===== config.mk =====
export PLATFORM = sky130hd
export DESIGN_NAME = mem_arbiter
export DESIGN_NICKNAME = d
export VERILOG_FILES = /design/src/rtl/mem_arbiter_pkg.sv /design/src/rtl/mem_arbiter_rr_pick.sv /design/src/rtl/mem_arbiter.sv
export SDC_FILE = /design/constraint.sdc
export NUM_CORES = 1
export LEC_CHECK = 0
export CORE_MARGIN = 5
export CORE_UTILIZATION = 50
export CTS_BUF_LIST = sky130_fd_sc_hd__clkbuf_4
export CTS_CLUSTER_SIZE = 10
export DETAILED_ROUTE_END_ITERATION = 10
export PLACE_DENSITY = 0.82
export SLEW_MARGIN = 20
export SYNTH_ARGS = -nofsm -noshare
export SYNTH_HDL_FRONTEND = slang
export SYNTH_SLANG_ARGS = --single-unit

===== constraint.sdc =====
create_clock -name mclk -period 4.8 [get_ports mclk]
set_clock_uncertainty 0.2 [all_clocks]
set_input_delay 0.96 -clock mclk [delete_from_list [all_inputs] [get_ports mclk]]
set_output_delay 0.96 -clock mclk [all_outputs]
set_load 0.02 [all_outputs]

===== src/rtl/mem_arbiter_pkg.sv =====
// Shared encodings for mem_arbiter and its rotating-priority picker rr_pick.
package mem_arb_pkg;

    localparam logic [1:0] ST_IDLE  = 2'd0;
    localparam logic [1:0] ST_ISSUE = 2'd1;
    localparam logic [1:0] ST_WAIT  = 2'd2;

    localparam logic OP_RD = 1'b0;
    localparam logic OP_WR = 1'b1;

    localparam int unsigned MAX_CHANNELS = 8;

    // Index width that stays at least one bit for a single-channel build.
    function automatic int unsigned idx_width(input int unsigned n);
        return (n > 1) ? unsigned'($clog2(n)) : 1;
    endfunction

endpackage


===== src/rtl/mem_arbiter_rr_pick.sv =====
// Combinational rotating-priority picker: first set request at or after start_i, with wrap.
module rr_pick
    import mem_arb_pkg::*;
#(
    parameter int unsigned N     = 2,
    parameter int unsigned IDX_W = idx_width(N)
) (
    input  logic [N-1:0]     req_i,
    input  logic [IDX_W-1:0] start_i,
    output logic [IDX_W-1:0] grant_o,
    output logic             any_o
);

    int unsigned idx;

    always_comb begin
        grant_o = '0;
        any_o   = 1'b0;
        idx     = 0;
        for (int unsigned k = 0; k < N; k++) begin
            idx = 32'(start_i) + k;
            if (idx >= N) begin
                idx = idx - N;
            end
            if (!any_o && req_i[IDX_W'(idx)]) begin
                any_o   = 1'b1;
                grant_o = IDX_W'(idx);
            end
        end
    end

endmodule


===== src/rtl/mem_arbiter.sv =====
// N-channel arbiter serialising byte-wide clients onto one sram_ctrl-style port.
// MEM_ARB_ROUND_ROBIN_EN selects round-robin grants; undefined gives fixed lowest-index priority.
module mem_arbiter
    import mem_arb_pkg::*;
#(
    parameter int unsigned CHANNELS = 2,
    parameter int unsigned ADDR_W   = 20,
    parameter int unsigned DATA_W   = 8
) (
    input  logic                         mclk,
    input  logic                         reset,
    input  logic [CHANNELS-1:0]          ch_begin_wr,
    input  logic [CHANNELS-1:0]          ch_begin_rd,
    input  logic [CHANNELS*ADDR_W-1:0]   ch_addr,
    input  logic [CHANNELS*DATA_W-1:0]   ch_data_wr,
    output logic [CHANNELS-1:0]          ch_finish,
    output logic [DATA_W-1:0]            ch_data_rd,
    output logic [CHANNELS-1:0]          ch_overrun,
    output logic                         mem_begin_wr,
    output logic                         mem_begin_rd,
    output logic [ADDR_W-1:0]            mem_addr,
    output logic [DATA_W-1:0]            mem_data_wr,
    input  logic                         mem_finish,
    input  logic [DATA_W-1:0]            mem_data_rd,
    output logic                         busy
);

    localparam int unsigned IDX_W = idx_width(CHANNELS);

    logic [1:0]          state_q, state_d;
    logic [IDX_W-1:0]    g_q, g_d;
    logic [CHANNELS-1:0] pend_valid_q, pend_valid_d;
    logic [CHANNELS-1:0] pend_op_q, pend_op_d;
    logic [ADDR_W-1:0]   pend_addr_q [CHANNELS];
    logic [ADDR_W-1:0]   pend_addr_d [CHANNELS];
    logic [DATA_W-1:0]   pend_data_q [CHANNELS];
    logic [DATA_W-1:0]   pend_data_d [CHANNELS];
    logic [ADDR_W-1:0]   addr_q, addr_d;
    logic [DATA_W-1:0]   wdata_q, wdata_d;
    logic [DATA_W-1:0]   rdata_q, rdata_d;
    logic                beg_wr_q, beg_wr_d;
    logic                beg_rd_q, beg_rd_d;
    logic [CHANNELS-1:0] fin_q, fin_d;
    logic [CHANNELS-1:0] ovr_q, ovr_d;
    logic [CHANNELS-1:0] beg, clr, free;
    logic                complete;
    logic [IDX_W-1:0]    pick_idx;
    logic                pick_any;
    logic [IDX_W-1:0]    start;

    assign complete = (state_q == ST_WAIT) && mem_finish;

`ifdef MEM_ARB_ROUND_ROBIN_EN
    logic [IDX_W-1:0] rr_ptr_q, rr_ptr_d;

    always_comb begin
        rr_ptr_d = rr_ptr_q;
        if (complete) begin
            rr_ptr_d = (g_q == IDX_W'(CHANNELS - 1)) ? '0 : g_q + 1'b1;
        end
    end

    always_ff @(posedge mclk or posedge reset) begin
        if (reset) begin
            rr_ptr_q <= '0;
        end else begin
            rr_ptr_q <= rr_ptr_d;
        end
    end

    assign start = rr_ptr_q;
`else
    assign start = '0;
`endif

    rr_pick #(
        .N     (CHANNELS),
        .IDX_W (IDX_W)
    ) u_pick (
        .req_i   (pend_valid_q),
        .start_i (start),
        .grant_o (pick_idx),
        .any_o   (pick_any)
    );

    // A channel completing at this edge counts as free, so a same-edge begin reloads it.
    always_comb begin
        pend_valid_d = pend_valid_q;
        pend_op_d    = pend_op_q;
        pend_addr_d  = pend_addr_q;
        pend_data_d  = pend_data_q;
        ovr_d        = '0;
        beg          = '0;
        clr          = '0;
        free         = '0;
        for (int unsigned i = 0; i < CHANNELS; i++) begin
            beg[i]  = ch_begin_wr[i] | ch_begin_rd[i];
            clr[i]  = complete && (g_q == IDX_W'(i));
            free[i] = !pend_valid_q[i] || clr[i];
            if (clr[i]) begin
                pend_valid_d[i] = 1'b0;
            end
            ovr_d[i] = (beg[i] && !free[i]) || (ch_begin_wr[i] && ch_begin_rd[i]);
            if (beg[i] && free[i]) begin
                pend_valid_d[i] = 1'b1;
                pend_op_d[i]    = ch_begin_wr[i] ? OP_WR : OP_RD;
                pend_addr_d[i]  = ch_addr[i*ADDR_W +: ADDR_W];
                pend_data_d[i]  = ch_data_wr[i*DATA_W +: DATA_W];
            end
        end
    end

    always_comb begin
        state_d  = state_q;
        g_d      = g_q;
        addr_d   = addr_q;
        wdata_d  = wdata_q;
        rdata_d  = rdata_q;
        beg_wr_d = 1'b0;
        beg_rd_d = 1'b0;
        fin_d    = '0;
        case (state_q)
            ST_IDLE: begin
                if (pick_any) begin
                    g_d      = pick_idx;
                    addr_d   = pend_addr_q[pick_idx];
                    wdata_d  = pend_data_q[pick_idx];
                    beg_wr_d = (pend_op_q[pick_idx] == OP_WR);
                    beg_rd_d = (pend_op_q[pick_idx] == OP_RD);
                    state_d  = ST_ISSUE;
                end
            end
            ST_ISSUE: begin
                state_d = ST_WAIT;
            end
            ST_WAIT: begin
                if (mem_finish) begin
                    rdata_d    = mem_data_rd;
                    fin_d[g_q] = 1'b1;
                    state_d    = ST_IDLE;
                end
            end
            default: begin
                state_d = ST_IDLE;
            end
        endcase
    end

    always_ff @(posedge mclk or posedge reset) begin
        if (reset) begin
            state_q      <= ST_IDLE;
            g_q          <= '0;
            pend_valid_q <= '0;
            pend_op_q    <= '0;
            for (int unsigned i = 0; i < CHANNELS; i++) begin
                pend_addr_q[i] <= '0;
                pend_data_q[i] <= '0;
            end
            addr_q   <= '0;
            wdata_q  <= '0;
            rdata_q  <= '0;
            beg_wr_q <= 1'b0;
            beg_rd_q <= 1'b0;
            fin_q    <= '0;
            ovr_q    <= '0;
        end else begin
            state_q      <= state_d;
            g_q          <= g_d;
            pend_valid_q <= pend_valid_d;
            pend_op_q    <= pend_op_d;
            pend_addr_q  <= pend_addr_d;
            pend_data_q  <= pend_data_d;
            addr_q       <= addr_d;
            wdata_q      <= wdata_d;
            rdata_q      <= rdata_d;
            beg_wr_q     <= beg_wr_d;
            beg_rd_q     <= beg_rd_d;
            fin_q        <= fin_d;
            ovr_q        <= ovr_d;
        end
    end

    assign ch_finish    = fin_q;
    assign ch_data_rd   = rdata_q;
    assign ch_overrun   = ovr_q;
    assign mem_begin_wr = beg_wr_q;
    assign mem_begin_rd = beg_rd_q;
    assign mem_addr     = addr_q;
    assign mem_data_wr  = wdata_q;
    assign busy         = (state_q != ST_IDLE);

endmodule


==> reports/qor.txt, run 1 <==
Max Cap Viol = 0
Crit-path leading delay family = buffers and inverters
Async set-reset flop share out of synthesis = 100%
GPL Wtd Cong = 0.767
Mean Syn Cell Area = 15.9 sq um
Slew Limit Fails = 0
Top post-synthesis cells by count = dfrtp_1 (105), mux2_2 (100), mux2_1 (21)
# rows = 33
Leakage power = 2.41 nW
Post-Route WL = 8.86 mm
Share of the synthesized area in the top cell type = 61.2%
Crit path buffers/inverters = 2
Share of layout cells above drive strength 1 = 31.4%
ANT nets after route = 0
First-pass GRT wire length = 14.2 mm
Drt first pass iters = 4
Synth area leader = dfrtp_1
Clk pwr share = 13.7%
Setup bufs post-CTS = 0
Relative slew margins = 31.2%
Die height = 103 um
CP cell instances = nor2_1 -> inv_1 -> clkdlybuf4s50_1
Crit start category = flip-flop
# clock sinks = 105
Residual DRC = 0
DIE WIDTH = 103 um
CP Class = flip-flop to output port
First DRT Iteration DRCs = 66
# diodes = 0
Internal power = 2.44 mW
Worst-path maximum fanout = 6
Prevailing post-synth register cell = dfrtp_1
Dpl hpwl = 6.27 mm
Setup crit end kind = output port
Cell variety after synth = 21
Largest net degree at the start of global routing = 44
Post-route setup slack = 1.88 ns
Root Buffer = clkbuf_4
Setup violations, final = 0
Total power = 3.55 mW
Drt via density = 5.25
Max frequency = 0.342 GHz
Sequential cell area fraction in the yosys report = 61.2%
EDFF count, synth = 0
Tot GR Track Use = 17.6%
Syn Std Cell Area = 4290 sq um
Initial antenna violation count = 0
Global route overflow = 0
Synth Register Bits = 105
P per Cell Area = 625 nW/um^2
Routed vias = 2,609
Die outline area = 10,500 sq um
Post-layout net count = 459
Post-CTS resize count = 0
Run status = completed
Post-Synthesis Cells = 270
Input/output buffers = 113
Top area cells in the synthesized netlist = dfrtp_1 (61%), mux2_2 (26%), mux2_1 (5.5%), buf_6 (1.6%), a21oi_4 (0.76%)
Worst-Skew Late Latency = 0.43 ns
CTS Buffer Depth = 2
Initial Utilization = 51.7%
CP arrival = 1.76 ns
CTS buffer count = 9
Final period util = 60.9%
VDD IR-drop max = 0.327 mV
Slowest-stage cell, CP = clkdlybuf4s50_1
Area grow syn2layout = 32.5%
Part of the power in combinational logic = 42.9%
Worst stage delay on the critical path = 0.55 ns
Final core utilization = 68.5%
Yosys warnings = 0
Post-place setup slack = 1.43 ns
Syn_nets = 341
Hold Path Class = flip-flop to flip-flop
Sw Pwr = 1.11 mW
Clk slew on worst S/H paths = 0.15 ns
Flop pwr share = 43.4%
Core Box Area = 8300 sq um
Worst slew pin tran = 1.03 ns
Hold Worst Slack = 0.301 ns
Hold Buf Count CTS = 0
Minimum clock period = 2.92 ns
Net Sw Frac = 31.3%
RSZ-0062 raised after global routing = false
Hold Fails Final Rpt = 0
I/O Pins = 114
WL/cell = 17.8 um
Setup TNS = 0 ns
TritonCTS clock tree = yes
H-tree depth = 3
Cell with the most instances after synthesis = dfrtp_1
Required time at the worst-slack endpoint = 3.64 ns
Via count of the first global-routing pass = 2,832
==> registers in the layout, summed over array words and instances (netlist names) <==
name / cells
ch_data_rd: 8
ch_finish: 2
ch_overrun: 2
g_q: 1
mem_addr: 20
mem_begin_rd: 1
mem_begin_wr: 1
mem_data_wr: 8
pend_addr_q: 40
pend_data_q: 16
pend_op_q: 2
pend_valid_q: 2
state_q: 2
==> layer usage <==
layer  vias to the layer above  part of all wire [%]  global-route usage, %
met5                         -                     0                      0
met4                         0                  0.95                   4.14
met3                         8                   7.2                   5.68
met2                        83                    51                   30.1
met1                      1330                    41                   21.7
li1                       1188                     -                      -
==> through the flow <==
stage	instances	area, sq um
CTS	496	5660
finish	497	5690
global placement	481	5500
global route	497	5690
floorplan	270	4290
detailed placement	481	5500
==> cell families after synthesis <==
logic type / after synthesis / share of synthesized area (%)
mux: 122 / 32.0
flops: 105 / 61.2
buf+inv: 16 / 2.57
simple gates: 16 / 1.95
compound gates: 9 / 1.81
fa+ha+maj: 2 / 0.466
==> cells in the final DEF, fill, tap and decap left out, drive strengths merged <==
master,netlist,layout
clkdlybuf4s50,0,113
a21oi,4,4
nand3b,1,1
mux2i,1,1
o21ai,2,2
a22o,2,2
nor2b,1,1
a21boi,1,1
mux2,121,121
nand4bb,1,1
bufinv,0,2
and2,1,1
nor2,6,6
clkinv,0,2
inv,6,6
buf,10,4
dfrtp,105,105
maj3,2,2
clkinvlp,0,1
nand2,4,4
nand2b,1,1
nand4b,1,1
clkbuf,0,10
==> worst reg2reg max path: stages (launching register included) <==
cell and delay (ns):
dfrtp_1 0.46, nand4bb_1 0.30, a21oi_4 0.86, mux2_2 0.43
==> power by group through the flow <==
| stage | clock (mW) | combinational [mW] | sequential (mW) |
|---|---|---|---|
| final | 0.486 | 1.52 | 1.54 |
| after global routing | 0.537 | 1.64 | 1.59 |
| after CTS | 0.501 | 1.52 | 1.54 |
| after detailed placement | 0 | 1.52 | 1.56 |
| after global placement | 0 | 1.47 | 1.54 |
| after floorplan | 0 | 0.769 | 1.71 |
==> worst paths after layout <==
| kind | startpoint | to | slack (ns) | cells past startpoint |
|---|---|---|---|---|
| setup / recovery | state_q[0]$_DFFE_PP0P_ | busy | 1.88 | 3 |
| hold / removal | pend_addr_q[28]$_DFFE_PP0P_ | pend_addr_q[28]$_DFFE_PP0P_ | 0.30 | 1 |
| setup reg to reg | state_q[0]$_DFFE_PP0P_ | pend_addr_q[24]$_DFFE_PP0P_ | 2.44 | 3 |
| hold reg to reg | pend_addr_q[28]$_DFFE_PP0P_ | pend_addr_q[28]$_DFFE_PP0P_ | 0.30 | 1 |
| max in group asynchronous | reset | pend_addr_q[38]$_DFFE_PP0P_ | 2.90 | 3 |
| min in group asynchronous | reset | pend_addr_q[37]$_DFFE_PP0P_ | 0.63 | 2 |
==> cell type report <==
class / count / area [sq um]
tap: 105 / 131
multi-input combinational: 149 / 1570
clock inverter: 5 / 81.3
inverter: 6 / 25.0
fill: 620 / 2610
sequential: 105 / 2630
timing repair buffer: 117 / 1180
clock buffer: 10 / 75.1
Power figures use the tool's default switching activity.
==> run 2: changes to the inputs <==
--- a/config.mk
+++ b/config.mk
@@ -6,11 +6,11 @@
 export NUM_CORES = 1
 export LEC_CHECK = 0
 export CORE_MARGIN = 5
-export CORE_UTILIZATION = 50
+export CORE_UTILIZATION = 45
 export CTS_BUF_LIST = sky130_fd_sc_hd__clkbuf_4
 export CTS_CLUSTER_SIZE = 10
 export DETAILED_ROUTE_END_ITERATION = 10
-export PLACE_DENSITY = 0.82
+export PLACE_DENSITY = 0.78
 export SLEW_MARGIN = 20
 export SYNTH_ARGS = -nofsm -noshare
 export SYNTH_HDL_FRONTEND = slang
==> constraint.sdc (replaced) <==
create_clock -name mclk -period 2.55 [get_ports mclk]
set_clock_uncertainty 0.2 [all_clocks]
set_input_delay 0.51 -clock mclk [delete_from_list [all_inputs] [get_ports mclk]]
set_output_delay 0.51 -clock mclk [all_outputs]
set_load 0.02 [all_outputs]
==> reports/qor.txt, run 2 (synthesized netlist as in run 1, its figures left out) <==
# clock sinks = 105
WL/cell = 16.6 um
Global route overflow = 0
Largest net degree at the start of global routing = 106
Area grow syn2layout = 34.0%
DIE WIDTH = 108 um
Routed vias = 2,560
GPL Wtd Cong = 0.741
P per Cell Area = 1130 nW/um^2
CTS buffer count = 9
Crit start category = flip-flop
Max FFs per register = 40
Core Box Area = 9280 sq um
Post-Place Cell Area = 5640 sq um
Relative slew margins = 62.1%
Hold Buf Count CTS = 0
RSZ-0062 raised after global routing = false
Post-layout net count = 463
CTS Buffer Depth = 2
Hold Fails Final Rpt = 0
Post-CTS resize count = 0
Post-route setup slack = 0.155 ns
First-pass GRT wire length = 14.5 mm
Leakage power = 2.42 nW
Hold Worst Slack = 0.301 ns
Die height = 108 um
Final core utilization = 62.0%
Die outline area = 11,600 sq um
Slew Limit Fails = 0
Required time at the worst-slack endpoint = 1.84 ns
CP arrival = 1.68 ns
Via count of the first global-routing pass = 2,908
Placed cells = 510
Final period util = 93.9%
Hold Path Class = flip-flop to flip-flop
Minimum clock period = 2.39 ns
Initial antenna violation count = 0
Worst slew pin tran = 0.569 ns
Worst reg2reg path startpoint = pend_valid_q[0]$_DFFE_PP0P_
Post-place setup slack = 0.116 ns
Drt first pass iters = 4
Input/output buffers = 113
Commonest non-fill, non-tap cell in the layout = clkdlybuf4s50_1
Commonest cells after routing, fill and taps aside = clkdlybuf4s50_1 (113), dfrtp_1 (105), mux2_2 (100)
Residual DRC = 0
TritonCTS clock tree = yes
Setup bufs post-CTS = 0
Largest Register = pend_addr_q
CP Class = flip-flop to output port
VDD IR-drop max = 0.508 mV
Initial Utilization = 46.2%
Hold_sp = pend_addr_q[33]$_DFFE_PP0P_
Post-Route WL = 8.73 mm
Run status = completed
Drt via density = 4.88
Setup crit start = state_q[0]$_DFFE_PP0P_
H-tree depth = 3
Setup violations, final = 0
Root Buffer = clkbuf_4
Setup crit end kind = output port
Fin area = 5750 sq um
Max frequency = 0.418 GHz
Tot GR Track Use = 16.0%
Fillers = 733
I/O Pins = 114
Clk slew on worst S/H paths = 0.15 ns
# diodes = 0
ANT nets after route = 0
First DRT Iteration DRCs = 69
Total power = 6.52 mW
Setup TNS = 0 ns
Dpl hpwl = 6.05 mm
Non-filler cells, final = 525
Max Cap Viol = 0
# rows = 35
Worst-path maximum fanout = 6
Worst-Skew Late Latency = 0.43 ns
Share of layout cells above drive strength 1 = 32.6%
## run 2: cell types whose count changed in the layout (fill, tap and decap cells not counted)
cell / change
buf_12: +5
bufinv_16: -2
buf_16: -1
clkbuf_4: +1
clkinvlp_4: +1
inv_4: -1
inv_6: +1
nand2b_1: -1
nand2b_2: +1
nor2_1: -1
nor2_2: +1
## run 2: cell type report
type	instances	area, sq um	area share (%)
tap	129	161	2.81
sequential	105	2630	45.7
clock buffer	11	82.6	1.44
inverter	6	26.3	0.457
multi-input combinational	149	1570	27.3
timing repair buffer	121	1250	21.8
clock inverter	4	30.0	0.522
## run 2: routing by layer
layer | global-route usage (%) | share of wire, %
met2 | 25.5 | 47
met3 | 4.92 | 6.2
met1 | 21.4 | 46
met4 | 4.33 | 0.96
met5 | 0 | 0
## run 2: final timing paths
check	to	slack, ns	cells past startpoint
hold / removal	pend_addr_q[33]$_DFFE_PP0P_	0.30	1
setup / recovery	busy	0.16	3
min in group asynchronous	ch_data_rd[7]$_DFFE_PP0P_	0.34	3
setup reg to reg	mem_addr[4]$_DFFE_PP0P_	0.55	4
hold reg to reg	pend_addr_q[33]$_DFFE_PP0P_	0.30	1
max in group asynchronous	pend_addr_q[39]$_DFFE_PP0P_	1.36	3
## run 2: worst max-delay path, stage by stage, from the launching register on
cell and delay, ns:
dfrtp_1 0.46, nor2_2 0.20, inv_1 0.06, clkdlybuf4s50_1 0.54
## run 2: power by group
part / internal (mW) / switching (mW)
clock network: 0.222 / 0.531
registers: 2.48 / 0.403
logic: 1.72 / 1.16
==> run 3: changes to the inputs <==
--- a/config.mk
+++ b/config.mk
@@ -15,3 +15,4 @@
 export SYNTH_ARGS = -nofsm -noshare
 export SYNTH_HDL_FRONTEND = slang
 export SYNTH_SLANG_ARGS = --single-unit
+export TNS_END_PERCENT = 50
==> constraint.sdc (replaced) <==
create_clock -name mclk -period 2.55 [get_ports mclk]
set_clock_uncertainty 0.2 [all_clocks]
set_input_delay 0.51 -clock mclk [delete_from_list [all_inputs] [get_ports mclk]]
set_output_delay 0.51 -clock mclk [all_outputs]
set_load 0.01 [all_outputs]
==> reports/qor.txt, run 3 (synthesized netlist as in run 1, its figures left out) <==
Largest net degree at the start of global routing = 106
Max FFs per register = 40
RSZ-0062 raised after global routing = false
Setup crit end kind = output port
Max frequency = 0.419 GHz
CTS Buffer Depth = 2
ANT nets after route = 0
CTS buffer count = 9
Post-CTS resize count = 0
First-pass GRT wire length = 14.5 mm
Non-filler cells, final = 525
Die outline area = 11,600 sq um
Post-route setup slack = 0.161 ns
GPL Wtd Cong = 0.741
Post-layout net count = 463
Tot GR Track Use = 16.0%
Final period util = 93.7%
Run status = completed
CP Class = flip-flop to output port
Commonest cells after routing, fill and taps aside = clkdlybuf4s50_1 (113), dfrtp_1 (105), mux2_2 (100)
Share of layout cells above drive strength 1 = 32.3%
VDD IR-drop max = 0.480 mV
TritonCTS clock tree = yes
Worst-path maximum fanout = 6
First DRT Iteration DRCs = 63
# diodes = 0
Area grow syn2layout = 34.0%
I/O Pins = 114
Clk slew on worst S/H paths = 0.15 ns
Final core utilization = 61.9%
Setup TNS = 0 ns
# clock sinks = 105
GR Layer Usage met2 = 25.5%
P per Cell Area = 1090 nW/um^2
Crit start category = flip-flop
# rows = 35
Global route overflow = 0
Slew Limit Fails = 0
CP arrival = 1.68 ns
Drt via density = 4.86
Setup violations, final = 0
Relative slew margins = 62.2%
Commonest non-fill, non-tap cell in the layout = clkdlybuf4s50_1
Met3 GRT Util = 4.92%
Required time at the worst-slack endpoint = 1.84 ns
H-tree depth = 3
Initial Utilization = 46.2%
Busiest metal layer after global routing = met2
Met1 Track Usage GR = 21.4%
Residual DRC = 0
Drt first pass iters = 4
WL/cell = 16.6 um
Initial antenna violation count = 0
Root Buffer = clkbuf_4
Via count of the first global-routing pass = 2,908
Die height = 108 um
Dpl hpwl = 6.05 mm
Setup bufs post-CTS = 0
Worst slew pin tran = 0.567 ns
Post-place setup slack = 0.116 ns
Placed cells = 510
Leakage power = 2.42 nW
DIE WIDTH = 108 um
Hold Buf Count CTS = 0
Post-Route WL = 8.74 mm
Hold Path Class = flip-flop to flip-flop
Largest Register = pend_addr_q
Core Box Area = 9280 sq um
Max Cap Viol = 0
Worst-Skew Late Latency = 0.43 ns
Minimum clock period = 2.39 ns
Input/output buffers = 113
Routed vias = 2,553
Hold Fails Final Rpt = 0
[run 3: cell type report]
type	instances	area, sq um
clock buffer	11	82.6
clock inverter	4	30.0
fill	734	3530
inverter	6	26.3
multi-input combinational	149	1570
sequential	105	2630
tap	129	161
timing repair buffer	121	1250
[run 3: report_power, final]
group | internal, mW | switching (mW) | total, mW
logic | 1.71 | 0.910 | 2.62
registers | 2.48 | 0.399 | 2.88
clock network | 0.222 | 0.532 | 0.754
total | 4.42 | 1.84 | 6.26
[run 3: path summary, 6_finish.rpt]
path / depth (start not counted) / slack, ns / end / from
worst max-delay path: 3 / 0.16 / busy / state_q[0]$_DFFE_PP0P_
worst max register to register: 4 / 0.55 / mem_addr[4]$_DFFE_PP0P_ / pend_valid_q[0]$_DFFE_PP0P_
min in group asynchronous: 3 / 0.35 / ch_data_rd[2]$_DFFE_PP0P_ / reset
worst min-delay path: 1 / 0.30 / pend_addr_q[29]$_DFFE_PP0P_ / pend_addr_q[29]$_DFFE_PP0P_
max in group asynchronous: 3 / 1.36 / mem_addr[10]$_DFFE_PP0P_ / reset
worst min register to register: 1 / 0.30 / pend_addr_q[29]$_DFFE_PP0P_ / pend_addr_q[29]$_DFFE_PP0P_
[run 3: stage by stage]
step	power [mW]	area, sq um	hold slack (ns)
detailed placement	5.60	5640	0.271
global route	6.70	5750	0.321
CTS	6.36	5750	0.304
floorplan	4.42	4300	0.252
finish	6.26	5750	0.301
global placement	5.48	5640	0.261
[run 3: critical path, cell delays in order (launching register included)]
cell             delay [ns]
dfrtp_1                0.45
nor2_1                 0.24
inv_1                  0.07
clkdlybuf4s50_1        0.48
[run 3: metal layers]
layer	vias to the layer above	wire (um)	part of all wire, %
li1	1192	-	-
met1	1277	4020	46
met2	76	4100	47
met3	8	539	6.2
met4	0	84	0.96
met5	-	0	0
==> RTL change (config.mk and constraints of run 1) <==
Change the parameter `CHANNELS` from 2 to 1.
--- a/src/rtl/mem_arbiter.sv
+++ b/src/rtl/mem_arbiter.sv
@@ -5,3 +5,3 @@
 #(
-    parameter int unsigned CHANNELS = 2,
+    parameter int unsigned CHANNELS = 1,
     parameter int unsigned ADDR_W   = 20,
Ports: changed (6 resized); port bits go from 114 to 82. No check against the original RTL was run, so the function may have changed too.
==> RTL change against run 1 <==
- total power fell by 27%
- core utilization rose by 2.8 points
- setup slack improved by 69 ps
- design area fell by 35%
- synthesized cell count fell by 40%
- synthesized area fell by 37%
- sequential cell count fell by 33
- wire length fell by 40%
- largest power group is now combinational logic
==> RTL change: results (changes against run 1) <==
CP max FO=28 (was 6); I/O Buffers=81 (was 113); clock-pin transition on the worst setup and hold timing paths=110 ps (was 150 ps); pin count of the biggest net entering global routing=45 (was 44); post-synthesis sequential area ratio=66.36% (was 61.22%); root buffer cell=clkbuf_4 (unchanged); placed inst area=0.003577 mm^2 (was 0.005503 mm^2); critical path's slowest cell=a21oi_4 (was clkdlybuf4s50_1); hold_sp=pend_op_q (was pend_addr_q[28]); Final Wtd Congestion=0.6922 (was 0.7666); r2r startpoint=state_q[1] (was state_q[0]); nets=292 (was 459); CTS H-tree lvls=3 (unchanged); outcome=finished, final reports clean (unchanged); DP HPWL=3852 um (was 6267 um); critical path's top delay family=compound AO/OA/AOI/OAI gates (was buffers and inverters); Sw Pwr=854.8 uW (was 1.114 mW); DRT iter0 DRCs=46 (was 66); worst vdd ir=0.4010 mV (was 0.3273 mV); r2r setup slk=2420 ps (was 2440 ps); Worst EP arrival=2930 ps (was 1760 ps); top post-synthesis cells by area=dfrtp_1 (66%), mux2_2 (26%), buf_8 (1.1%) (was dfrtp_1 (61%), mux2_2 (26%), mux2_1 (5.5%)); GRT Util Overall=16.11% (was 17.59%); Comb group=1.17 mW (was 1.52 mW); CP peak stage delay=820 ps (was 550 ps); Post-synth top cells=dfrtp_1 (72), mux2_2 (63), inv_1 (4) (was dfrtp_1 (105), mux2_2 (100), mux2_1 (21)); share of layout cells above drive strength 1=33.59% (was 31.38%); number of global-route vias before repair=1755 (was 2832); worst hold slack=240.2 ps (was 300.9 ps); total number of vias=1622 (was 2609); R2R depth=4 (was 3); post-synth cell types=19 (was 21); first-pass GRT wire length=8763 um (was 14170 um); syn_nets=203 (was 341); number of fill cells=382 (was 620); post-cts sizing count=0 (unchanged); crit path launch=mem_finish (was state_q[0]); clock latency on the worst-skew pair=400 ps (was 430 ps); Pleak=1.586 nW (was 2.408 nW); max_slew headroom=35.22% (was 31.22%); Power, Total=2.597 mW (was 3.554 mW); P_clk=364 uW (was 486 uW)
## RTL change: changes by cell type in the layout (fill, tap and decap cells not counted), moves of 3 or more
cell | before | now
dfrtp_1 | 105 | 72
mux2_1 | 21 | 2
nor2_1 | 6 | 3
mux2_2 | 100 | 63
clkdlybuf4s50_1 | 113 | 81
## RTL change: metrics by stage
step | cells | setup slack (ps) | util [%]
3_3_place_gp | 310 | 1553 | 68.73
2_1_floorplan | 162 | 1815 | -
6_report | 326 | 1947 | 71.32
4_1_cts | 326 | 1957 | 71.32
3_5_place_dp | 310 | 1526 | 68.73
5_1_grt | 326 | 1842 | 71.32
## RTL change: cells by family after synthesis
kind of cell           count (synthesis)  share of synthesized area [%]
DFF                                   72                          66.36
muxes                                 65                          26.96
and+or+nand+nor                       10                          2.351
buffers and inverters                 10                          2.719
AOI/OAI and AO/OA                      5                          1.613
## RTL change: per-layer routing
layer,track usage (%),routed length [um],up-vias
li1,-,-,745
met1,20.96,2320,817
met2,24.80,2555,54
met3,5.133,334,6
met4,7.018,64,0
met5,0,0,-
## RTL change: area by class of cell
| cell class | instances | share of cell area, % |
|---|---|---|
| sequential | 72 | 48.53 |
| inverter | 4 | 0.4044 |
| clock buffer | 10 | 2.022 |
| multi-input combinational | 80 | 22.62 |
| timing repair buffer | 84 | 22.45 |
| clock inverter | 6 | 1.618 |
| tap | 70 | 2.359 |
## RTL change: path summary, 6_finish.rpt
kind	to
setup reg to reg	mem_data_wr[2]
min in group asynchronous	mem_addr[17]
setup / recovery	pend_data_q[7]
hold / removal	mem_begin_rd
max in group asynchronous	state_q[1]
hold reg to reg	mem_begin_rd
